## src/rtl/mem_pkg.sv

```systemverilog
// mem_pkg: shared types and defaults for the two-master SRAM arbiter
package mem_pkg;
  localparam int ADDR_W_DEF  = 20;
  localparam int DATA_W_DEF  = 32;
  localparam int TIMEOUT_DEF = 255;
  typedef enum logic [1:0] {S_IDLE, S_ISSUE, S_WAIT, S_RESP} state_e;
  typedef enum logic {GNT_FETCH = 1'b0, GNT_DATA = 1'b1} gnt_e;
endpackage

```

## src/rtl/mem_arbiter_if.sv

```systemverilog
// mem_arbiter_if: fetch/data request ports plus the SRAM controller command bus
interface mem_arbiter_if #(
  parameter int ADDR_W = mem_pkg::ADDR_W_DEF,
  parameter int DATA_W = mem_pkg::DATA_W_DEF
);
  logic              if_req;
  logic [ADDR_W-1:0] if_addr;
  logic [DATA_W-1:0] if_rdata;
  logic              if_ready;
  logic              if_err;
  logic              d_req;
  logic              d_we;
  logic [ADDR_W-1:0] d_addr;
  logic [DATA_W-1:0] d_wdata;
  logic [DATA_W-1:0] d_rdata;
  logic              d_ready;
  logic              d_err;
  logic [ADDR_W-1:0] mem_addr;
  logic [DATA_W-1:0] mem_wdata;
  logic              mem_we;
  logic              mem_re;
  logic [DATA_W-1:0] mem_rdata;
  logic              mem_ready;
  modport master (
    output if_req, if_addr, d_req, d_we, d_addr, d_wdata, mem_rdata, mem_ready,
    input  if_rdata, if_ready, if_err, d_rdata, d_ready, d_err, mem_addr, mem_wdata, mem_we, mem_re
  );
  modport slave (
    input  if_req, if_addr, d_req, d_we, d_addr, d_wdata, mem_rdata, mem_ready,
    output if_rdata, if_ready, if_err, d_rdata, d_ready, d_err, mem_addr, mem_wdata, mem_we, mem_re
  );
endinterface

```

## src/rtl/mem_arb_timer.sv

```systemverilog
// mem_arb_timer: WAIT-state cycle counter, saturating at the TIMEOUT terminal count
module mem_arb_timer #(
  parameter int TIMEOUT = mem_pkg::TIMEOUT_DEF
) (
  input  logic clk,
  input  logic rst_n,
  input  logic clr_i,
  input  logic en_i,
  output logic tc_o
);
  localparam int W = (TIMEOUT > 0) ? $clog2(TIMEOUT + 1) : 1;
  localparam logic [W-1:0] TC = W'(TIMEOUT);
  logic [W-1:0] cnt_q;
  always_ff @(posedge clk or negedge rst_n) begin
    if (!rst_n) cnt_q <= '0;
    else if (clr_i) cnt_q <= '0;
    else if (en_i && !tc_o) cnt_q <= cnt_q + 1'b1;
  end
  assign tc_o = cnt_q == TC;
endmodule

```

## src/rtl/mem_arbiter.sv

```systemverilog
// mem_arbiter: merges fetch (read-only) and data (read/write) masters onto one SRAM controller port.
// One single-cycle command per transaction; all outputs registered.
module mem_arbiter
  import mem_pkg::*;
#(
  parameter int ADDR_W      = ADDR_W_DEF,
  parameter int DATA_W      = DATA_W_DEF,
  parameter bit ROUND_ROBIN = 1'b1,
  parameter int TIMEOUT     = TIMEOUT_DEF
) (
  input logic clk,
  input logic rst_n,
  mem_arbiter_if.slave bus
);
  state_e            state_q, state_d;
  gnt_e              last_q, last_d, gnt_q, gnt_d;
  logic              we_q, we_d;
  logic [ADDR_W-1:0] addr_q, addr_d;
  logic [DATA_W-1:0] wdata_q, wdata_d;
  logic              mem_we_q, mem_we_d, mem_re_q, mem_re_d;
  logic              if_rdy_q, if_rdy_d, if_err_q, if_err_d;
  logic              d_rdy_q, d_rdy_d, d_err_q, d_err_d;
  logic [DATA_W-1:0] if_rdata_q, if_rdata_d, d_rdata_q, d_rdata_d;
  logic              win, done, tc;
  mem_arb_timer #(.TIMEOUT(TIMEOUT)) u_timer (
    .clk(clk), .rst_n(rst_n), .clr_i(state_q == S_ISSUE), .en_i(state_q == S_WAIT), .tc_o(tc)
  );
  always_comb begin
    state_d    = state_q;
    last_d     = last_q;
    gnt_d      = gnt_q;
    we_d       = we_q;
    addr_d     = addr_q;
    wdata_d    = wdata_q;
    mem_we_d   = 1'b0;
    mem_re_d   = 1'b0;
    if_rdy_d   = 1'b0;
    if_err_d   = 1'b0;
    d_rdy_d    = 1'b0;
    d_err_d    = 1'b0;
    if_rdata_d = '0;
    d_rdata_d  = '0;
    // data wins unless fetch is also asking and round-robin says it's fetch's turn
    win  = bus.d_req && (!bus.if_req || !ROUND_ROBIN || last_q == GNT_FETCH);
    done = bus.mem_ready || (state_q == S_WAIT && tc);
    case (state_q)
      S_IDLE: if (bus.if_req || bus.d_req) begin
        state_d  = S_ISSUE;
        gnt_d    = win ? GNT_DATA : GNT_FETCH;
        last_d   = win ? GNT_DATA : GNT_FETCH;
        we_d     = win && bus.d_we;
        addr_d   = win ? bus.d_addr : bus.if_addr;
        wdata_d  = win ? bus.d_wdata : '0;
        mem_we_d = win && bus.d_we;
        mem_re_d = !(win && bus.d_we);
      end
      S_ISSUE, S_WAIT: if (done) begin
        state_d    = S_RESP;
        if_rdy_d   = gnt_q == GNT_FETCH;
        d_rdy_d    = gnt_q == GNT_DATA;
        if_err_d   = if_rdy_d && !bus.mem_ready;
        d_err_d    = d_rdy_d && !bus.mem_ready;
        if_rdata_d = (if_rdy_d && bus.mem_ready) ? bus.mem_rdata : '0;
        d_rdata_d  = (d_rdy_d && bus.mem_ready && !we_q) ? bus.mem_rdata : '0;
      end else if (state_q == S_ISSUE) state_d = S_WAIT;
      default: state_d = S_IDLE;
    endcase
  end
  always_ff @(posedge clk or negedge rst_n) begin
    if (!rst_n) begin
      state_q    <= S_IDLE;
      last_q     <= GNT_FETCH;
      gnt_q      <= GNT_FETCH;
      we_q       <= 1'b0;
      addr_q     <= '0;
      wdata_q    <= '0;
      mem_we_q   <= 1'b0;
      mem_re_q   <= 1'b0;
      if_rdy_q   <= 1'b0;
      if_err_q   <= 1'b0;
      d_rdy_q    <= 1'b0;
      d_err_q    <= 1'b0;
      if_rdata_q <= '0;
      d_rdata_q  <= '0;
    end else begin
      state_q    <= state_d;
      last_q     <= last_d;
      gnt_q      <= gnt_d;
      we_q       <= we_d;
      addr_q     <= addr_d;
      wdata_q    <= wdata_d;
      mem_we_q   <= mem_we_d;
      mem_re_q   <= mem_re_d;
      if_rdy_q   <= if_rdy_d;
      if_err_q   <= if_err_d;
      d_rdy_q    <= d_rdy_d;
      d_err_q    <= d_err_d;
      if_rdata_q <= if_rdata_d;
      d_rdata_q  <= d_rdata_d;
    end
  end
  assign bus.mem_addr  = addr_q;
  assign bus.mem_wdata = wdata_q;
  assign bus.mem_we    = mem_we_q;
  assign bus.mem_re    = mem_re_q;
  assign bus.if_ready  = if_rdy_q;
  assign bus.if_err    = if_err_q;
  assign bus.if_rdata  = if_rdata_q;
  assign bus.d_ready   = d_rdy_q;
  assign bus.d_err     = d_err_q;
  assign bus.d_rdata   = d_rdata_q;
endmodule

```

## src/flat_wrapper.sv

```systemverilog
// flat-port wrapper written by rule: the top's interface ports become plain ports
module mem_arbiter_flat import mem_pkg::*;
#(
  parameter int ADDR_W      = ADDR_W_DEF,
  parameter int DATA_W      = DATA_W_DEF,
  parameter bit ROUND_ROBIN = 1'b1,
  parameter int TIMEOUT     = TIMEOUT_DEF
)
  (clk, rst_n, bus_if_req, bus_if_addr, bus_d_req, bus_d_we, bus_d_addr, bus_d_wdata, bus_mem_rdata, bus_mem_ready, bus_if_rdata, bus_if_ready, bus_if_err, bus_d_rdata, bus_d_ready, bus_d_err, bus_mem_addr, bus_mem_wdata, bus_mem_we, bus_mem_re);
  mem_arbiter_if #(.ADDR_W(ADDR_W), .DATA_W(DATA_W)) bus_i ();
  input logic clk;
  input logic rst_n;
  input wire logic [$bits(bus_i.if_req)-1:0] bus_if_req;
  input wire logic [$bits(bus_i.if_addr)-1:0] bus_if_addr;
  input wire logic [$bits(bus_i.d_req)-1:0] bus_d_req;
  input wire logic [$bits(bus_i.d_we)-1:0] bus_d_we;
  input wire logic [$bits(bus_i.d_addr)-1:0] bus_d_addr;
  input wire logic [$bits(bus_i.d_wdata)-1:0] bus_d_wdata;
  input wire logic [$bits(bus_i.mem_rdata)-1:0] bus_mem_rdata;
  input wire logic [$bits(bus_i.mem_ready)-1:0] bus_mem_ready;
  output wire logic [$bits(bus_i.if_rdata)-1:0] bus_if_rdata;
  output wire logic [$bits(bus_i.if_ready)-1:0] bus_if_ready;
  output wire logic [$bits(bus_i.if_err)-1:0] bus_if_err;
  output wire logic [$bits(bus_i.d_rdata)-1:0] bus_d_rdata;
  output wire logic [$bits(bus_i.d_ready)-1:0] bus_d_ready;
  output wire logic [$bits(bus_i.d_err)-1:0] bus_d_err;
  output wire logic [$bits(bus_i.mem_addr)-1:0] bus_mem_addr;
  output wire logic [$bits(bus_i.mem_wdata)-1:0] bus_mem_wdata;
  output wire logic [$bits(bus_i.mem_we)-1:0] bus_mem_we;
  output wire logic [$bits(bus_i.mem_re)-1:0] bus_mem_re;
  assign bus_i.if_req = bus_if_req;
  assign bus_i.if_addr = bus_if_addr;
  assign bus_i.d_req = bus_d_req;
  assign bus_i.d_we = bus_d_we;
  assign bus_i.d_addr = bus_d_addr;
  assign bus_i.d_wdata = bus_d_wdata;
  assign bus_i.mem_rdata = bus_mem_rdata;
  assign bus_i.mem_ready = bus_mem_ready;
  assign bus_if_rdata = bus_i.if_rdata;
  assign bus_if_ready = bus_i.if_ready;
  assign bus_if_err = bus_i.if_err;
  assign bus_d_rdata = bus_i.d_rdata;
  assign bus_d_ready = bus_i.d_ready;
  assign bus_d_err = bus_i.d_err;
  assign bus_mem_addr = bus_i.mem_addr;
  assign bus_mem_wdata = bus_i.mem_wdata;
  assign bus_mem_we = bus_i.mem_we;
  assign bus_mem_re = bus_i.mem_re;
  mem_arbiter #(.ADDR_W(ADDR_W), .DATA_W(DATA_W), .ROUND_ROBIN(ROUND_ROBIN), .TIMEOUT(TIMEOUT)) u_core (.clk(clk), .rst_n(rst_n), .bus(bus_i));
endmodule
```

## config.mk

```make
export PLATFORM = sky130hd
export DESIGN_NAME = mem_arbiter_flat
export DESIGN_NICKNAME = d
export VERILOG_FILES = /design/src/rtl/mem_pkg.sv /design/src/rtl/mem_arbiter_if.sv /design/src/rtl/mem_arb_timer.sv /design/src/rtl/mem_arbiter.sv /design/src/flat_wrapper.sv
export SDC_FILE = /design/constraint.sdc
export NUM_CORES = 1
export LEC_CHECK = 0
export ABC_AREA = 1
export CORE_UTILIZATION = 45
export DETAILED_ROUTE_END_ITERATION = 8
export PLACE_DENSITY = 0.84
export SLEW_MARGIN = 20
export SYNTH_ARGS = -nofsm -noshare
export SYNTH_HDL_FRONTEND = slang
export SYNTH_HIERARCHICAL = 1
export SYNTH_SLANG_ARGS = --single-unit
```

## constraint.sdc

```tcl
create_clock -name clk -period 2.7 [get_ports clk]
set_input_delay 0.27 -clock clk [delete_from_list [all_inputs] [get_ports clk]]
set_output_delay 0.27 -clock clk [all_outputs]
set_load 0.02 [all_outputs]
```

* After elaboration in Yosys (flattened, before gate mapping)
Index checks and enable logic that the tools add are counted.
Operators by class: muxes and demuxes 27, add/subtract/negate cells 1, bitwise gates (word level) 1, reductions and logical operators 22, eq/ne operators 5
Operators with widths (count):
- 32-bit two-way mux | 7
- 20-bit two-way mux | 1
- 8-bit two-way mux | 2
- 1-bit two-way mux | 13
- 1-bit logical AND | 9
- 8-bit by 1-bit adder with 8-bit output (second input constant) | 1
- 8-bit equality test (second input constant) | 1
- 2-bit two-way mux | 3
- 1-bit zero test | 5
- 2-bit one-hot mux with 2 select lines | 1
- 2-bit AND reduction | 2
- 1-bit logical OR | 3
- 3-bit by 2-bit != test with 1-bit output (second input constant) | 1
- 2-bit by 1-bit equality test with 1-bit output (second input constant) | 1
- 2-bit equality test (second input constant) | 1
- 2-bit zero test | 1
- 2-bit by 1-bit != test with 1-bit output (second input constant) | 1
- 2-bit nonzero test | 1
- 2-bit OR reduction | 1
- 1-bit inverter | 1
Storage, ports and cells: input bits 110, output and inout port bits 122, word-level logic and storage cells 70, register bits 134

* Logic depth before layout (Yosys ltp)
Gate-level depths: netlist of the first run.
depth after elaboration 7, mapped depth 11, depth with buffers taken out 11

* Modules after synthesis
The synthesis of the first run kept the hierarchy.
Modules (own cells, without submodules):
- mem_arbiter | area each 4904.7 um2, instances 1, sequential area each 3153.0 um2, cells an instance 493
- mem_arb_timer | area each 508.0 um2, instances 1, sequential area each 200.2 um2, cells an instance 70

* Worst setup path after synthesis of the first run
No wires, ideal clock.
path type register to register, start point reg u_core.state_q[0], end point reg u_core.d_rdata_q[11] (netlist: u_core/bus.d_rdata[11]), stages on the path, launching flop included 6, path slack 1.322 ns, setup time 0.136 ns, period minus slack after synthesis 1.378 ns, required time 2.564 ns, path buffers 1, data arrival time 1.242 ns, path through dfrtp_1 -> inv_1 -> ha_1 -> inv_1 -> clkbuf_1 -> nor3_1
On the way: longest elaborated chain between the ends 5, elaborated cells on any way between the ends 7, classes of those cells 2 x eq/ne; 2 x mux; 3 x reduce/logical
Ends and longest elaborated chain:
- start: declaration | line mem_arbiter.sv:15 | state_e state_q, state_d;
- start signal: assignment | line mem_arbiter.sv:86 | state_q <= state_d;
- 2-bit equality test | line mem_arbiter.sv:45, mem_arbiter.sv:46
- 1-bit logical AND | line mem_arbiter.sv:45 | done = bus.mem_ready || (state_q == S_WAIT && tc);
- 1-bit logical OR | line mem_arbiter.sv:45
- 32-bit two-way mux | line mem_arbiter.sv:57 | S_ISSUE, S_WAIT: if (done) begin
- 32-bit two-way mux (*) | line mem_arbiter.sv:46 | case (state_q)
- via u_core.d_rdata_d[11] | line mem_arbiter.sv:23 | logic [DATA_W-1:0] if_rdata_q, if_rdata_d, d_rdata_q, d_rdata_d;
- end signal: assignment | line mem_arbiter.sv:99 | d_rdata_q <= d_rdata_d;
- end: declaration | line mem_arbiter.sv:23
The timed path passes the listed nets; every way through them passes the cells marked *. A chain may end at the register's enable or synchronous reset.

* Worst setup path after layout of the first run
start point reg u_core.state_q[1], end point reg u_core.wdata_q[6] (netlist: u_core/bus.mem_wdata[6])
On the way: longest elaborated chain between the ends 2
Ends and longest elaborated chain:
- 2-bit zero test | line mem_arbiter.sv:46
- 2-bit AND reduction (no line)
- end signal: assignment | line mem_arbiter.sv:91 | wdata_q <= wdata_d;
- end: declaration | line mem_arbiter.sv:19 | logic [DATA_W-1:0] wdata_q, wdata_d;
No other way between the ends.

==> impl_metrics.yaml, run 1 <==
worst_setup_path:
  r2r-start: "u_core/state_q[1]"
  criticalPathCategory: "reg2reg"
  worstPathRequired_ns: 3.00
  startpoint_type: "flop"
  regToRegEndpoint: "u_core/bus.mem_wdata[6]"
  worst_setup_path_end_kind: "flop"
  reg2reg_slack_ns: 0.92
  r2r_cells: 7
  crit_end: "u_core/bus.mem_wdata[6]"
  crit_start: "u_core/state_q[1]"
  path_max_fanout: 52
  cp.arrival_ns: 2.08
synthesis:
  syn_inst: 563
  ys_seq_elements: 134
  synthTopCellsByArea: "dfrtp_1 62%, nand2_1 11%, inv_1 4.9%"
  netlist_top_cells_count: "157 x nand2_1, 134 x dfrtp_1, 71 x inv_1"
  synth.avg_cell_area_um2: 9.61
  yosysSeqAreaShare_pct: 62.0
  synth_top_area_cell: "dfrtp_1"
  synth_top_area_share_pct: 62.0
  synth_most_common_cell: "nand2_1"
  synth-edff-count: 0
  synth-xor-area-share_pct: 0.162
  synth_top_family_by_area: "simple AND/OR/NAND/NOR gates"
  synth_warnings: 6
  syn_nets: 678
  netlist_area_um2: 5410
  synthMuxAreaShare_pct: 0
  synth-main-ff-cell: "dfrtp_1"
  synth_compound_area_share_pct: 3.51
  synth-simple-area-share_pct: 23.6
  yosys.area_share.adder_pct: 1.16
  ys_types: 27
  async_flop_share_pct: 100
sta:
  slew_headroom_pct: 48.6
  finalCritPeriodShare_pct: 66.1
  period_minus_slack_ns: 1.78
  tightest_slew_ns: 0.771
  fin_skew_ns: 0.00786
  hold_viol: 0
  slew_violations: 0
  fin_setup_tns_ns: 0
  fmax_mhz: 561
  setup_violations: 0
  whs_ns: 0.392
  rsz0062_at_grt: "false"
die:
  start_util_pct: 46.8
  ios: 232
  die_x_um: 112
  die_area_um2: 12500
  rows: 39
  die_h_um: 112
  core_area_um2: 11600
clock_tree:
  cts_tree: "done"
  path_clk_slew_ns: 0.06
  cts_buffers: 17
  root_buffer: "clkbuf_16"
  clock_latency_ns: 0.42
  h-tree-depth: 4
  max-clock-path-buffers: 2
  cts_setup_buffers: 0
  clock_sinks: 134
cells_and_area:
  fin_nets: 908
  fillerInstances: 779
  syn2layout_area_growth_pct: 54.8
  antenna_cells: 0
  drive_above_1_share_pct: 6.95
placement:
  portBuffers: 231
  dpl.hpwl_mm: 10.9
  routabilityCongestion: 0.847
run_status:
  outcome: "finished with violations"
  violations: "DRC"
power:
  total_leakage_power_nw: 4.16
  power.density_nw_per_um2: 1070
  p_sw_share_pct: 37.0
  switchingPower_w: 0.00332
  p_comb_share_pct: 40.3
  clkPwrFrac_pct: 27.5
  ir_drop_mv: 0.579
  seqPwrFrac_pct: 32.2
  p_int_w: 0.00565
grt:
  antenna_found_initial: 0
  grt_pass1_wl_mm: 24.6
  grt_pass1_vias: 4971
  grt_use_total_pct: 25.9
  overflow: 0
  grt_max_degree: 62
routing:
  final_antenna_net_count: 0
  vias_per_cell: 5.02
  wire_per_inst_um: 16.2
  remaining_drc_errors: 19
  drtPass1Iterations: 9
  num_vias: 4764
  drt_iter0_markers: 318
  wl_mm: 15.4
run:
  max_cap_violations: 0
worst_hold_path:
  hp-class: "in2reg"
## state kept, by name (all words and copies together) (netlist names), 2 cells and up
name and cells:
u_core/bus.mem_addr 20, u_core/bus.d_rdata 32, u_core/u_timer/cnt_q 8, u_core/state_q 2, u_core/bus.if_rdata 32, u_core/bus.mem_wdata 32
## layer usage
metal / GRT usage (%) / routed length [µm]
met5: 0 / 0
met3: 6.75 / 991
met2: 47.5 / 8250
met4: 15.2 / 694
met1: 26.3 / 5470
## worst max-delay path, stage by stage, from the launching register on
cell,delay (ns)
dfrtp_1,0.40
inv_1,0.12
ha_1,0.20
inv_2,0.10
nor2_8,0.32
inv_4,0.28
nand2_1,0.14
nand2_1,0.07
## layout make-up
class / instances / area (µm²) / share of cell area (%)
Multi-Input combinational cell: 327 / 1540 / 18.4
Inverter: 75 / 289 / 3.45
Clock buffer: 21 / 470 / 5.61
Sequential cell: 134 / 3350 / 40.0
Timing Repair Buffer: 238 / 2380 / 28.4
Tap cell: 143 / 179 / 2.13
Clock inverter: 11 / 171 / 2.05
## placed cells by master, fill, tap and decap left out, types with 6 or more instances in the layout
cell type / Yosys / routed
buf_4: 4 / 6
clkbuf_16: 0 / 17
clkdlybuf4s50_1: 0 / 230
dfrtp_1: 134 / 134
inv_1: 71 / 71
nand2_1: 157 / 157
nand3_1: 40 / 40
nor2_1: 48 / 48
nor3_1: 32 / 32
o211ai_1: 20 / 20
## worst min path at each step
stage	startpoint	endpoint	slack [ns]	cells after the start
after floorplan	rst_n	u_core/bus.d_err	-0.03	0
after global routing	bus_mem_rdata[17]	u_core/bus.if_rdata[17]	0.41	3
final	bus_mem_rdata[4]	u_core/bus.if_rdata[4]	0.39	3
after global placement	rst_n	u_core/bus.if_rdata[3]	0.38	1
after detailed placement	rst_n	u_core/bus.if_rdata[3]	0.39	1
after CTS	bus_mem_rdata[4]	u_core/bus.if_rdata[4]	0.38	3
## per-stage QoR
stage | utilization, % | instance area [µm²] | cells | setup WS [ns] | power, W
finish | 72.5 | 8380 | 949 | 0.917 | 0.00898
global route | 72.5 | 8380 | 949 | 0.795 | 0.00940
CTS | 72.5 | 8380 | 949 | 0.947 | 0.00902
detailed placement | 66.8 | 7730 | 916 | 0.883 | 0.00650
global placement | 66.8 | 7730 | 916 | 0.964 | 0.00636
floorplan | - | 5410 | 563 | 1.32 | 0.00495
## cells by family after synthesis
logic type      after synthesis
flops                       134
xor+xnor                      1
simple gates                293
compound gates               28
fa+ha+maj                     5
buf+inv                     102
## power groups by stage
stage                     clock network (W)  registers (W)  logic [W]
after floorplan                           0        0.00351    0.00144
after global placement                    0        0.00288    0.00347
after detailed placement                  0        0.00291    0.00359
after CTS                           0.00250        0.00289    0.00363
after global routing                0.00258        0.00294    0.00388
final                               0.00247        0.00289    0.00362
## what timing repair did
action | in CTS | in global routing
hold endpoints to repair | 59 | 0
resized for setup | 0 | 0
hold buffers | 1 | 0
No activity file was read; power rests on OpenSTA's default activity.
==> inputs of run 2 (changes only) <==
--- a/config.mk
+++ b/config.mk
@@ -6,9 +6,9 @@
 export NUM_CORES = 1
 export LEC_CHECK = 0
 export ABC_AREA = 1
-export CORE_UTILIZATION = 45
+export CORE_UTILIZATION = 38
 export DETAILED_ROUTE_END_ITERATION = 8
-export PLACE_DENSITY = 0.84
+export PLACE_DENSITY = 0.76
 export SLEW_MARGIN = 20
 export SYNTH_ARGS = -nofsm -noshare
 export SYNTH_HDL_FRONTEND = slang
==> constraint.sdc (replaced) <==
create_clock -name clk -period 1.6 [get_ports clk]
set_input_delay 0.16 -clock clk [delete_from_list [all_inputs] [get_ports clk]]
set_output_delay 0.16 -clock clk [all_outputs]
set_load 0.02 [all_outputs]
==> run 2 against run 1 <==
Compared with the run above: the run now ends clean; clock skew is essentially flat; core utilization shrank 10 points; clock power grew 55%; first-iteration DRC count shrank 19%; register-to-register slack lost 0.79 ns; sequential power grew 67%; power grew 68%; die area grew 18%; sequential share of layout area shrank 1.1 points; count of clock-buffer cells in the layout shrank 4; largest cell class unchanged.
==> impl_metrics.yaml, run 2 (synthesized netlist as in run 1, its figures left out) <==
run_status:
  outcome: "finished clean"
clock_tree:
  path_clk_slew_ns: 0.05
  cts_buffers: 17
  clock_latency_ns: 0.41
  root_buffer: "clkbuf_16"
  h-tree-depth: 4
  clock_sinks: 134
  max-clock-path-buffers: 2
  cts_tree: "done"
grt:
  grtUsageMet1_pct: 23.3
  grt_use_met3_pct: 8.60
  grt_max_degree: 57
  grt_pass1_vias: 4517
  grt_pass1_wl_mm: 22.1
  gr-usage-met2_pct: 31.7
  grt_use_total_pct: 19.7
  antenna_found_initial: 1
  top_usage_layer: "met2"
  overflow: 0
worst_setup_path:
  crit_buf_inv: 1
  startpoint_type: "flop"
  path_max_fanout: 2
  worst_setup_path_end_kind: "output port"
  worstPathRequired_ns: 1.44
  slowest_stage: "clkdlybuf4s50_1"
  cp.arrival_ns: 1.39
  criticalPathCategory: "reg2out"
  slowest_delay_ns: 0.63
  reg2reg_slack_ns: 0.13
  critPathTopFamily: "buffers and inverters"
  cp_cell_sequence: "clkdlybuf4s50_1"
routing:
  remaining_drc_errors: 0
  wire_per_inst_um: 14.0
  drtPass1Iterations: 4
  final_antenna_net_count: 0
  num_vias: 4603
  vias_per_cell: 4.60
  wl_mm: 14.0
  drt_iter0_markers: 259
power:
  ir_drop_mv: 0.856
  total_leakage_power_nw: 4.27
  finalPower_w: 0.0151
  power.density_nw_per_um2: 1750
placement:
  dpl.hpwl_mm: 9.88
  portBuffers: 231
  routabilityCongestion: 0.754
sta:
  hold_viol: 0
  period_minus_slack_ns: 1.55
  fmax_mhz: 646
  fin_skew_ns: 0.00752
  finalCritPeriodShare_pct: 96.7
  setup_violations: 0
  tightest_slew_ns: 0.523
  slew_violations: 0
  slew_headroom_pct: 65.1
run:
  max_cap_violations: 0
cells_and_area:
  fin_nets: 925
  antenna_cells: 0
  drive_above_1_share_pct: 9.51
  fin_util_pct: 62.1
  final_common_cell: "clkdlybuf4s50_1"
  final_cell_mix: "229 x clkdlybuf4s50_1, 155 x nand2_1, 134 x dfrtp_1"
  fillerInstances: 1136
  syn2layout_area_growth_pct: 59.4
worst_hold_path:
  hp-class: "in2async"
die:
  rows: 43
  die_h_um: 121
  die_area_um2: 14700
  die_x_um: 121
  ios: 232
  start_util_pct: 39.0
  core_area_um2: 13900
==> run 2: area by class of cell <==
class / count / area (µm²) / area share [%]
clock buffer: 17 / 425 / 4.93
clock inverter: 12 / 158 / 1.83
inverter: 75 / 289 / 3.35
multi-input combinational: 327 / 1560 / 18.1
sequential: 134 / 3350 / 38.9
tap: 180 / 225 / 2.61
timing repair buffer: 255 / 2610 / 30.3
==> run 2: report_power, final <==
part	switching, W	total (W)	internal [W]
clock network	0.00141	0.00383	0.00243
logic	0.00362	0.00644	0.00281
registers	0.000473	0.00483	0.00435
==> run 2: worst paths after layout <==
check | to | cells past startpoint | start
min reg2reg | u_core/bus.mem_wdata[25] | 2 | u_core/bus.mem_wdata[25]
max in group asynchronous | u_core/bus.if_rdata[25] | 3 | rst_n
max | bus_mem_addr[9] | 1 | u_core/bus.mem_addr[9]
min | u_core/bus.mem_addr[4] | 2 | rst_n
max reg2reg | u_core/state_q[0] | 11 | u_core/u_timer/cnt_q[1]
min in group clk | u_core/bus.if_rdata[15] | 3 | bus_mem_rdata[15]
==> run 2: what timing repair did <==
item	CTS	global route
endpoints found under the hold margin	49	0
endpoints found under the setup margin	0	30
hold buffers	1	0
resized for setup	0	9
setup buffers	0	3
==> run 2: layer usage <==
metal | share of wire [%] | wire length, µm
met5 | 0 | 0
met4 | 1.2 | 167
met3 | 10 | 1440
met2 | 49 | 6800
met1 | 40 | 5560
==> run 2: metrics by stage <==
| step | cell area (µm²) | std cells | hold slack [ns] | worst slack, ns | TNS, ns |
|---|---|---|---|---|---|
| global route | 8630 | 1000 | 0.285 | -0.0117 | -0.0117 |
| CTS | 8580 | 997 | 0.268 | 0.0166 | 0 |
| floorplan | 5410 | 563 | -0.136 | 0.222 | 0 |
| detailed placement | 7980 | 967 | 0.154 | 0.0298 | 0 |
| finish | 8630 | 1000 | 0.275 | 0.0521 | 0 |
| global placement | 7980 | 967 | 0.151 | 0.0543 | 0 |
==> inputs of run 3 (changes only) <==
--- a/config.mk
+++ b/config.mk
@@ -9,6 +9,7 @@
 export CORE_UTILIZATION = 38
 export DETAILED_ROUTE_END_ITERATION = 8
 export PLACE_DENSITY = 0.76
+export SETUP_SLACK_MARGIN = 0.4
 export SLEW_MARGIN = 20
 export SYNTH_ARGS = -nofsm -noshare
 export SYNTH_HDL_FRONTEND = slang
==> run 3 against run 2 <==
Compared with the run above: clock power decreased by 6.8%; flip-flop and latch count unchanged; worst hold slack got worse by 0.049 ns; first-iteration DRC count is 0.77% higher; count of clock-buffer cells in the layout grew 7; largest cell class unchanged.
==> impl_metrics.yaml, run 3 (synthesized netlist as in run 1, its figures left out) <==
die:
  core_area_um2: 13900
  ios: 232
  rows: 43
  die_h_um: 121
  die_area_um2: 14700
  start_util_pct: 39.0
  die_x_um: 121
sta:
  fmax_mhz: 713
  rsz0062_at_grt: "true"
  hold_viol: 0
  period_minus_slack_ns: 1.40
  tightest_slew_ns: 0.398
  fin_skew_ns: 0.00770
  slew_headroom_pct: 73.5
  slew_violations: 0
  finalCritPeriodShare_pct: 87.6
  setup_violations: 0
routing:
  num_vias: 4987
  drt_iter0_markers: 261
  drtPass1Iterations: 4
  remaining_drc_errors: 0
  wire_per_inst_um: 16.9
  wl_mm: 17.5
  final_antenna_net_count: 0
  vias_per_cell: 4.82
worst_setup_path:
  worst_setup_path_end_kind: "flop"
  path_max_fanout: 5
  cp_cell_sequence: "ha_4 -> nand2_4 -> nor2_4 -> nand2_4 -> inv_2 -> nand2_2 -> nand2_4 -> nand2_4 -> nand2_2 -> nand3_1 -> nand2_1"
  slowest_stage: "dfrtp_1"
  crit_start: "u_core/u_timer/cnt_q[1]"
  cpMostUsedCell: "nand2_4"
  criticalPathCategory: "reg2reg"
  r2r-start: "u_core/u_timer/cnt_q[1]"
  slowest_delay_ns: 0.42
  worstPathRequired_ns: 1.91
  cp.arrival_ns: 1.71
  startpoint_type: "flop"
worst_hold_path:
  hp-class: "in2async"
grt:
  grt_use_total_pct: 23.2
  overflow: 0
  grt_pass1_vias: 4967
  grt_max_degree: 51
  grt_pass1_wl_mm: 25.6
  antenna_found_initial: 1
power:
  seqPwrFrac_pct: 27.6
  p_int_w: 0.0102
  clkPwrFrac_pct: 20.6
  p_comb_share_pct: 51.8
  power.density_nw_per_um2: 1890
  p_sw_share_pct: 41.1
  ir_drop_mv: 1.15
  total_leakage_power_nw: 4.83
  switchingPower_w: 0.00713
run:
  max_cap_violations: 0
run_status:
  outcome: "finished clean"
clock_tree:
  cts_tree: "done"
  max-clock-path-buffers: 2
  root_buffer: "clkbuf_16"
  path_clk_slew_ns: 0.06
  clock_latency_ns: 0.42
  clock_sinks: 134
  h-tree-depth: 4
  cts_buffers: 17
placement:
  placed_area_um2: 7950
  routabilityCongestion: 0.809
  portBuffers: 231
  dpl.hpwl_mm: 10.2
cells_and_area:
  final_common_cell: "nand2_1"
  syn2layout_area_growth_pct: 69.8
  drive_above_1_share_pct: 36.9
  fin_nets: 955
  finalInstanceArea_um2: 9190
  fin_util_pct: 66.2
  final_cell_mix: "145 x nand2_1, 134 x dfrtp_1, 121 x buf_2"
==> run 3: cell count changes in the layout (fill, tap and decap cells not counted), moves of 6 or more <==
cell             previous run  this run
nor3_4                      0        24
buf_4                      14        20
buf_16                      0         9
clkbuf_1                    0         6
nand2_2                     5        12
buf_2                       0       121
clkdlybuf4s50_1           229       107
inv_1                      71        65
nor2_1                     48        12
nor2_4                      1        34
buf_6                       1        10
nand2_1                   155       145
nor3_1                     30         2
==> run 3: metal layers <==
layer  part of all wire (%)  wire length (µm)  global-route usage (%)  up-vias
met1                     38              6710                    26.0     2453
li1                       -                 -                       -     2321
met5                      0                 0                       0        -
met2                     52              9170                    40.9      190
met4                    1.6               273                    7.48        0
met3                    7.9              1380                    8.04       23
==> run 3: worst paths after layout <==
kind                                                 end  slack [ns]  cells past startpoint
worst max-delay path                   u_core/state_q[0]        0.20                     11
worst min-delay path            u_core/bus.mem_wdata[10]        0.23                      2
worst max register to register         u_core/state_q[0]        0.20                     11
worst min register to register   u_core/bus.mem_wdata[4]        0.46                      2
max in group asynchronous        u_core/bus.if_rdata[30]        0.80                      3
min in group clk                        u_core/bus.d_err        0.24                      2
==> run 3: power groups by stage <==
stage / logic, W / clock network [W] / registers [W]
after floorplan: 0.00254 / 0 / 0.00593
after global placement: 0.00647 / 0 / 0.00483
after detailed placement: 0.00656 / 0 / 0.00486
after CTS: 0.00793 / 0.00362 / 0.00479
after global routing: 0.00955 / 0.00377 / 0.00489
final: 0.00900 / 0.00357 / 0.00480
==> run 3: timing repair <==
| item | in CTS | in global routing |
|---|---|---|
| resized for setup | 561 | 118 |
| hold buffers | 1 | 0 |
| pin swaps | 20 | 43 |
| cloned | 8 | 3 |
| hold endpoints to repair | 34 | 0 |
| setup buffers | 18 | 9 |
| setup endpoints to repair | 256 | 162 |
==> run 3: final cells by class <==
cell class,instances,area (µm²)
inverter,75,328
clock inverter,8,76.3
sequential,134,3350
clock buffer,24,462
tap,180,225
fill,1051,4690
multi-input combinational,327,2230
timing repair buffer,285,2510
antenna,1,2.50
==> run 3: critical path: cells and delay by family, from the launching register on <==
kind	cells	cell delay, ns
adder cells (fa/ha/maj)	1	0.19
flip-flops	1	0.42
AND/OR/NAND/NOR	9	0.64
buffers and inverters	1	0.05
==> run 3: per-stage QoR <==
stage / hold slack [ns] / instances / total power [W] / setup TNS [ns] / worst slack (ns)
finish: 0.226 / 1034 / 0.0174 / 0 / 0.198
global route: 0.250 / 1034 / 0.0182 / 0 / 0.127
CTS: 0.218 / 1021 / 0.0163 / 0 / 0.235
detailed placement: 0.0926 / 962 / 0.0114 / -0.0505 / -0.0461
global placement: 0.0914 / 962 / 0.0113 / -0.0331 / -0.0288
floorplan: -0.136 / 563 / 0.00847 / 0 / 0.304
==> RTL edit 1 (flow settings as in run 1) <==
Encoding of `state_e`: now Gray code (2 bits for 4 states).
--- a/src/rtl/mem_pkg.sv
+++ b/src/rtl/mem_pkg.sv
@@ -3,7 +3,7 @@
   localparam int ADDR_W_DEF  = 20;
   localparam int DATA_W_DEF  = 32;
   localparam int TIMEOUT_DEF = 255;
-  typedef enum logic [1:0] {S_IDLE, S_ISSUE, S_WAIT, S_RESP} state_e;
+  typedef enum logic [1:0] {S_IDLE = 2'b00, S_ISSUE = 2'b01, S_WAIT = 2'b11, S_RESP = 2'b10} state_e;
   typedef enum logic {GNT_FETCH = 1'b0, GNT_DATA = 1'b1} gnt_e;
 endpackage
 
Formal check against the unedited RTL: no difference found for any inputs over 10 cycles, from zero or initial values and one cycle with rst_n low; not proved beyond that.
==> RTL edit 1 against run 1 <==
- cell area increased by 0.48%
- power decreased by 2.3%
- sequential power about the same
- via count increased by 1.0%
- area after synthesis decreased by 1.5%
- sequential cell count unchanged
- setup slack got worse by 0.017 ns
- first-iteration DRC count increased by 42%
- routed wire length decreased by 4.2%
- die area decreased by 1.5%
- largest cell class unchanged
- highest routed layer unchanged
==> RTL edit 1: results (changes against run 1) <==
Logic synthesis
* 62.93% — sequential fraction of the synthesis area, +0.97 points
* dfrtp_1 (63%), nand2_1 (13%), nand3_1 (7.5%), nor2_1 (5.2%), inv_1 (4.0%) — dominant cells by area after synthesis
* 593 — Cells after Synth, +5.3%
* 704 — post-synth net total, +3.8%
* dfrtp_1 — largest area contributor in the netlist
* 23 — Synth cell types, -15%
* nand2_1 (188), dfrtp_1 (134), nand3_1 (80) — cell types with the highest counts after synthesis
* 100.0% — share of flip-flops with an asynchronous set or reset, unchanged
* 6 — yosys warns, unchanged

Setup path
* 0.55 ns — Critical Path Max Stage Delay, +0.15 ns
* 6 — Worst Reg2Reg Path Length in Cells, -1
* 56 — critical-path maximum fanout, +7.7%
* 2.14 ns — Arr. time, crit path, +0.06 ns
* buffers and inverters — kind of cell with the highest combined delay on the critical path
* dfrtp_1 — cell type of the slowest stage on the worst timing path
* u_core/state_q[0]$_DFFE_PN0P_ — critical path startpoint
* u_core/bus.mem_wdata[14]$_DFFE_PN0P_ — Worst R2R End
* 0.90 ns — setup slack, reg-to-reg, -0.02 ns

Clock tree
* 2 — maximum buffer depth of the clock tree, unchanged
* 17 — Num CTS Buffers, unchanged
* 0 — setup fix buffers added after clock tree synthesis, unchanged
* clkbuf_16 — clock root buffer master
* 0.41 ns — worst-skew pair later-pin latency
* 0.06 ns — CTS clock-pin slew for the worst setup and hold paths, about the same
* 4 — count of H-tree levels built during CTS, unchanged
* 0 — number of resized instances in the post-cts repair step, unchanged

Timing
* 0.5992 ns — transition at the pin with the smallest max-transition slack, -0.1722 ns
* 0.007532 ns — worst-case clock skew, -0.0003282 ns

Layout
* 935 — nets@finish, +3.0%
* 6.691% — layout cells sized above 1, -0.26 points
* 0 — diode count, unchanged
* 980 — Finished Layout Cells, +3.3%

Outcome
* completed — status

Placement
* 231 — Buffers on Ports, unchanged
* 0.8268 — Placer Congestion, -2.3%
* 10.49 mm — Detailed Place HPWL, -3.7%
* 947 — cell count after placement, +3.4%

Route
* 453 — drt first-iter violations, +42%
* 5 — first-pass detailed-route iteration total, -4
* 4,812 — Vias, +1.0%
* 15.05 µm — post-DR wirelength/cell, -7.2%
* 0 — post-detailed-route count of antenna-violating nets, unchanged

Power and ir drop
* 4.177 nW — LEAKAGE, +0.29%
* 651.0 µV — maximum vdd ir drop, +12%

Worst hold path
* in2async — Hold Path Class

Global routing
* 25.05% — total routing usage reported by global routing, -0.81 points
* 0 — initial antenna violation count, unchanged
* 58 — pin count of the biggest net entering global routing, -6.5%
* 24.04 mm — global-route wire length before repair, -2.3%

Flow run
* 0 — max capacitance violation total, unchanged

-- RTL edit 1: cell count changes in the layout (fill, tap and decap cells not counted), sizes merged --
cell      before  now
inv           75   60
buf            7   12
nor2          52   77
nand3         40   80
a21oi          3    2
nand2        163  193
nor3          36    6
clkinv         5    4
clkinvlp       2    3
bufinv         4    5
o211ai        20    0
ha             5    1
-- RTL edit 1: cells by family after synthesis --
family	Yosys count	synth area share, %
xor gates and xnor gates	1	0.1644
DFF	134	62.93
adders and majority gates	1	0.2348
AOI/OAI and AO/OA	7	0.6574
and+or+nand+nor	358	28.18
buffers and inverters	92	7.842
-- RTL edit 1: cell type report --
type                       count  area, µm²
clock buffer                  21      480.5
clock inverter                11      195.2
fill                         778       3047
inverter                      61      236.5
multi-input combinational    367       1558
sequential                   134       3353
tap                          143      178.9
timing repair buffer         243       2419
-- RTL edit 1: per-stage QoR --
step / setup slack (ns) / hold WS [ns] / util [%] / total power [mW] / instance area, µm²
floorplan: 1.285 / -0.02559 / - / 4.693 / 5329
finish: 0.8994 / 0.3404 / 73.43 / 8.765 / 8421
CTS: 0.9110 / 0.3475 / 73.43 / 8.818 / 8421
global placement: 0.8114 / 0.2073 / 67.45 / 6.114 / 7735
global route: 0.8093 / 0.3608 / 73.43 / 9.208 / 8421
detailed placement: 0.7783 / 0.2181 / 67.45 / 6.212 / 7735
-- RTL edit 1: what timing repair did --
item / CTS / global route
endpoints found under the setup margin: 0 / 0
hold buffers: 1 / 0
endpoints found under the hold margin: 42 / 0
-- RTL edit 1: per-layer routing --
metal / wire length, µm / global-route usage [%] / vias to the layer above / part of all wire (%)
met5: 0 / 0 / - / 0
met2: 7515 / 42.77 / 248 / 51
met4: 286 / 9.867 / 0 / 1.9
met3: 967 / 5.577 / 30 / 6.6
li1: - / - / 2273 / -
met1: 5983 / 30.91 / 2261 / 41
-- RTL edit 1: power by group --
group	internal, mW	switching (mW)
clock network	1.74	0.827
logic	1.38	1.92
registers	2.56	0.338
-- RTL edit 1: worst max path at each step --
stage	to	slack (ns)
2_1_floorplan	u_core/u_timer/cnt_q[0]$_DFFE_PN0P_	1.28
3_3_place_gp	u_core/bus.mem_re$_DFF_PN0_	0.81
3_5_place_dp	u_core/we_q$_DFFE_PN0P_	0.78
4_1_cts	u_core/bus.mem_wdata[14]$_DFFE_PN0P_	0.91
5_1_grt	u_core/bus.mem_wdata[14]$_DFFE_PN0P_	0.81
6_report	u_core/bus.mem_wdata[14]$_DFFE_PN0P_	0.90
==> RTL edit 2 (settings of run 1) <==
Made on the original files. `ROUND_ROBIN` is set to 1'b1 in 2 places; all go to 1'b0.
--- a/src/rtl/mem_arbiter.sv
+++ b/src/rtl/mem_arbiter.sv
@@ -5,7 +5,7 @@
 #(
   parameter int ADDR_W      = ADDR_W_DEF,
   parameter int DATA_W      = DATA_W_DEF,
-  parameter bit ROUND_ROBIN = 1'b1,
+  parameter bit ROUND_ROBIN = 1'b0,
   parameter int TIMEOUT     = TIMEOUT_DEF
 ) (
   input logic clk,
--- a/src/flat_wrapper.sv
+++ b/src/flat_wrapper.sv
@@ -3,7 +3,7 @@
 #(
   parameter int ADDR_W      = ADDR_W_DEF,
   parameter int DATA_W      = DATA_W_DEF,
-  parameter bit ROUND_ROBIN = 1'b1,
+  parameter bit ROUND_ROBIN = 1'b0,
   parameter int TIMEOUT     = TIMEOUT_DEF
 )
   (clk, rst_n, bus_if_req, bus_if_addr, bus_d_req, bus_d_we, bus_d_addr, bus_d_wdata, bus_mem_rdata, bus_mem_ready, bus_if_rdata, bus_if_ready, bus_if_err, bus_d_rdata, bus_d_ready, bus_d_err, bus_mem_addr, bus_mem_wdata, bus_mem_we, bus_mem_re);
Function: changed (Yosys sat finds a counterexample within 10 cycles, from zero or initial values and one cycle with rst_n low).
==> RTL edit 2 against run 1 <==
- power grew 1.1%
- area after synthesis fell by 4.0%
- clock power increased by 2%
- routed wire length down 7.7%
- setup slack better by 0.040 ns
- die area shrank 4.0%
- cell area is 1.5% lower
- sequential cell count unchanged
- synthesized cell count is 3.9% lower
- core utilization is 2.4 points higher
- sequential power grew 2%
- largest cell class unchanged
- largest power group unchanged
==> RTL edit 2: results (changes against run 1) <==
Outcome
* completed — status

Setup path
* 42 — critical-path maximum fanout, -19%
* 7 — Worst Reg2Reg Path Length in Cells, unchanged
* 2.05 ns — Arr. time, crit path, -0.03 ns

Placement
* 0.8346 — Placer Congestion, -1.4%
* 10.03 mm — Detailed Place HPWL, -7.8%
* 0.5427 ns — Placement Setup Slack, -0.3403 ns
* 7591 µm² — placement-stage cell area, -1.8%
* 231 — Buffers on Ports, unchanged

Logic synthesis
* 6 — yosys warns, unchanged
* dfrtp_1 (65%), nand2_1 (9.9%), nor2_1 (4.8%), nand3_1 (3.9%), inv_1 (3.7%) — dominant cells by area after synthesis
* nand2_1 (137), dfrtp_1 (134), nor2_1 (66) — cell types with the highest counts after synthesis
* dfrtp_1 — most used flip-flop cell after synthesis
* 24 — Synth cell types, -11%
* 64.55% — sequential fraction of the synthesis area, +2.6 points
* 100.0% — share of flip-flops with an asynchronous set or reset, unchanged
* 656 — post-synth net total, -3.2%

Timing
* 0.006086 ns — worst-case clock skew, -0.001774 ns
* 0.6055 ns — transition at the pin with the smallest max-transition slack, -0.1660 ns

Worst hold path
* in2reg — Hold Path Class
* 3 — hold path depth, unchanged

Clock tree
* 17 — Num CTS Buffers, unchanged
* 4 — count of H-tree levels built during CTS, unchanged
* 2 — maximum buffer depth of the clock tree, unchanged
* 0 — number of resized instances in the post-cts repair step, unchanged
* 0.41 ns — worst-skew pair later-pin latency
* 0.06 ns — CTS clock-pin slew for the worst setup and hold paths, about the same
* 0 — setup fix buffers added after clock tree synthesis, unchanged
* clkbuf_16 — clock root buffer master

Layout
* 0 — diode count, unchanged
* 6.641% — layout cells sized above 1, -0.31 points
* 885 — nets@finish, -2.5%

Global routing
* 71 — pin count of the biggest net entering global routing, +15%
* 0 — initial antenna violation count, unchanged
* 24.76% — total routing usage reported by global routing, -1.1 points
* 22.26 mm — global-route wire length before repair, -9.5%
* 4,658 — via count of the first global-routing pass, -6.3%

Power and ir drop
* 3.963 nW — LEAKAGE, -4.8%
* 671.8 µV — maximum vdd ir drop, +16%

Route
* 5 — first-pass detailed-route iteration total, -4
* 4.962 — ratio of routed vias to standard cells, -1.2%
* 15.39 µm — post-DR wirelength/cell, -5.1%
* 271 — drt first-iter violations, -15%

==> RTL edit 2: changes by cell type after synthesis, moves of 9 or more <==
cell	before	now
inv_1	71	51
buf_2	5	14
buf_6	13	0
a31oi_1	0	20
nor2_1	48	66
nand2_1	157	137
o211ai_1	20	0
==> RTL edit 2: worst paths after layout <==
kind	to	start	slack [ns]
worst max-delay path	u_core/bus.mem_addr[11]$_DFFE_PN0P_	u_core/state_q[1]$_DFFE_PN0P_	0.96
worst min-delay path	u_core/bus.mem_addr[0]$_DFFE_PN0P_	bus_d_req	0.33
min in group asynchronous	u_core/bus.if_rdata[21]$_DFF_PN0_	rst_n	0.41
max in group asynchronous	u_core/bus.if_rdata[28]$_DFF_PN0_	rst_n	1.49
worst min register to register	u_core/bus.mem_wdata[14]$_DFFE_PN0P_	u_core/bus.mem_wdata[14]$_DFFE_PN0P_	0.47
worst max register to register	u_core/bus.mem_addr[11]$_DFFE_PN0P_	u_core/state_q[1]$_DFFE_PN0P_	0.96
==> RTL edit 2: metal layers <==
metal / vias to the layer above / share of wire, % / GRT usage, %
li1: 2153 / - / -
met3: 21 / 7.4 / 7.587
met4: 0 / 1.9 / 10.29
met5: - / 0 / 0
met2: 193 / 52 / 43.44
met1: 2213 / 38 / 27.96
==> RTL edit 2: what timing repair did <==
item,in CTS,in global routing
hold buffers,1,0
setup endpoints to repair,0,0
endpoints found under the hold margin,64,0
==> RTL edit 2: cell families after synthesis <==
kind of cell | Yosys count | share of synthesized area (%)
buf+inv | 82 | 6.792
simple gates | 289 | 23.84
xor+xnor | 1 | 0.1686
flops | 134 | 64.55
fa+ha+maj | 5 | 1.204
compound gates | 30 | 3.444
==> RTL edit 2: worst max-delay path, cell delays in order (launching register included) <==
cell and delay (ns):
dfrtp_1 0.41, inv_1 0.12, ha_1 0.21, inv_2 0.10
nor2_8 0.12, buf_4 0.37, nor2_1 0.11, a31oi_1 0.22
==> RTL edit 2: per-stage QoR <==
| step | std cells | utilization [%] | power [mW] |
|---|---|---|---|
| after floorplan | 541 | - | 4.885 |
| after global placement | 890 | 68.82 | 6.427 |
| after detailed placement | 890 | 68.82 | 6.572 |
| after CTS | 923 | 74.81 | 9.150 |
| after global routing | 923 | 74.83 | 9.575 |
| final | 923 | 74.83 | 9.073 |
==> RTL edit 2: where the power goes <==
part | switching [mW] | total [mW] | leakage (nW) | internal (mW)
clock | 0.867 | 2.52 | 0.308 | 1.65
sequential | 0.319 | 2.94 | 1.75 | 2.62
combinational | 2.11 | 3.62 | 1.90 | 1.51
total | 3.30 | 9.07 | 3.96 | 5.77
==> RTL edit 2: layout make-up <==
cell class	instances	area, µm²
flip-flops and latches	134	3353
fillers	731	2776
repair buffers	238	2376
multi-input cells	325	1491
clock buffers	18	429.2
clock inverters	14	221.5
inverters	54	207.7
well taps	140	175.2
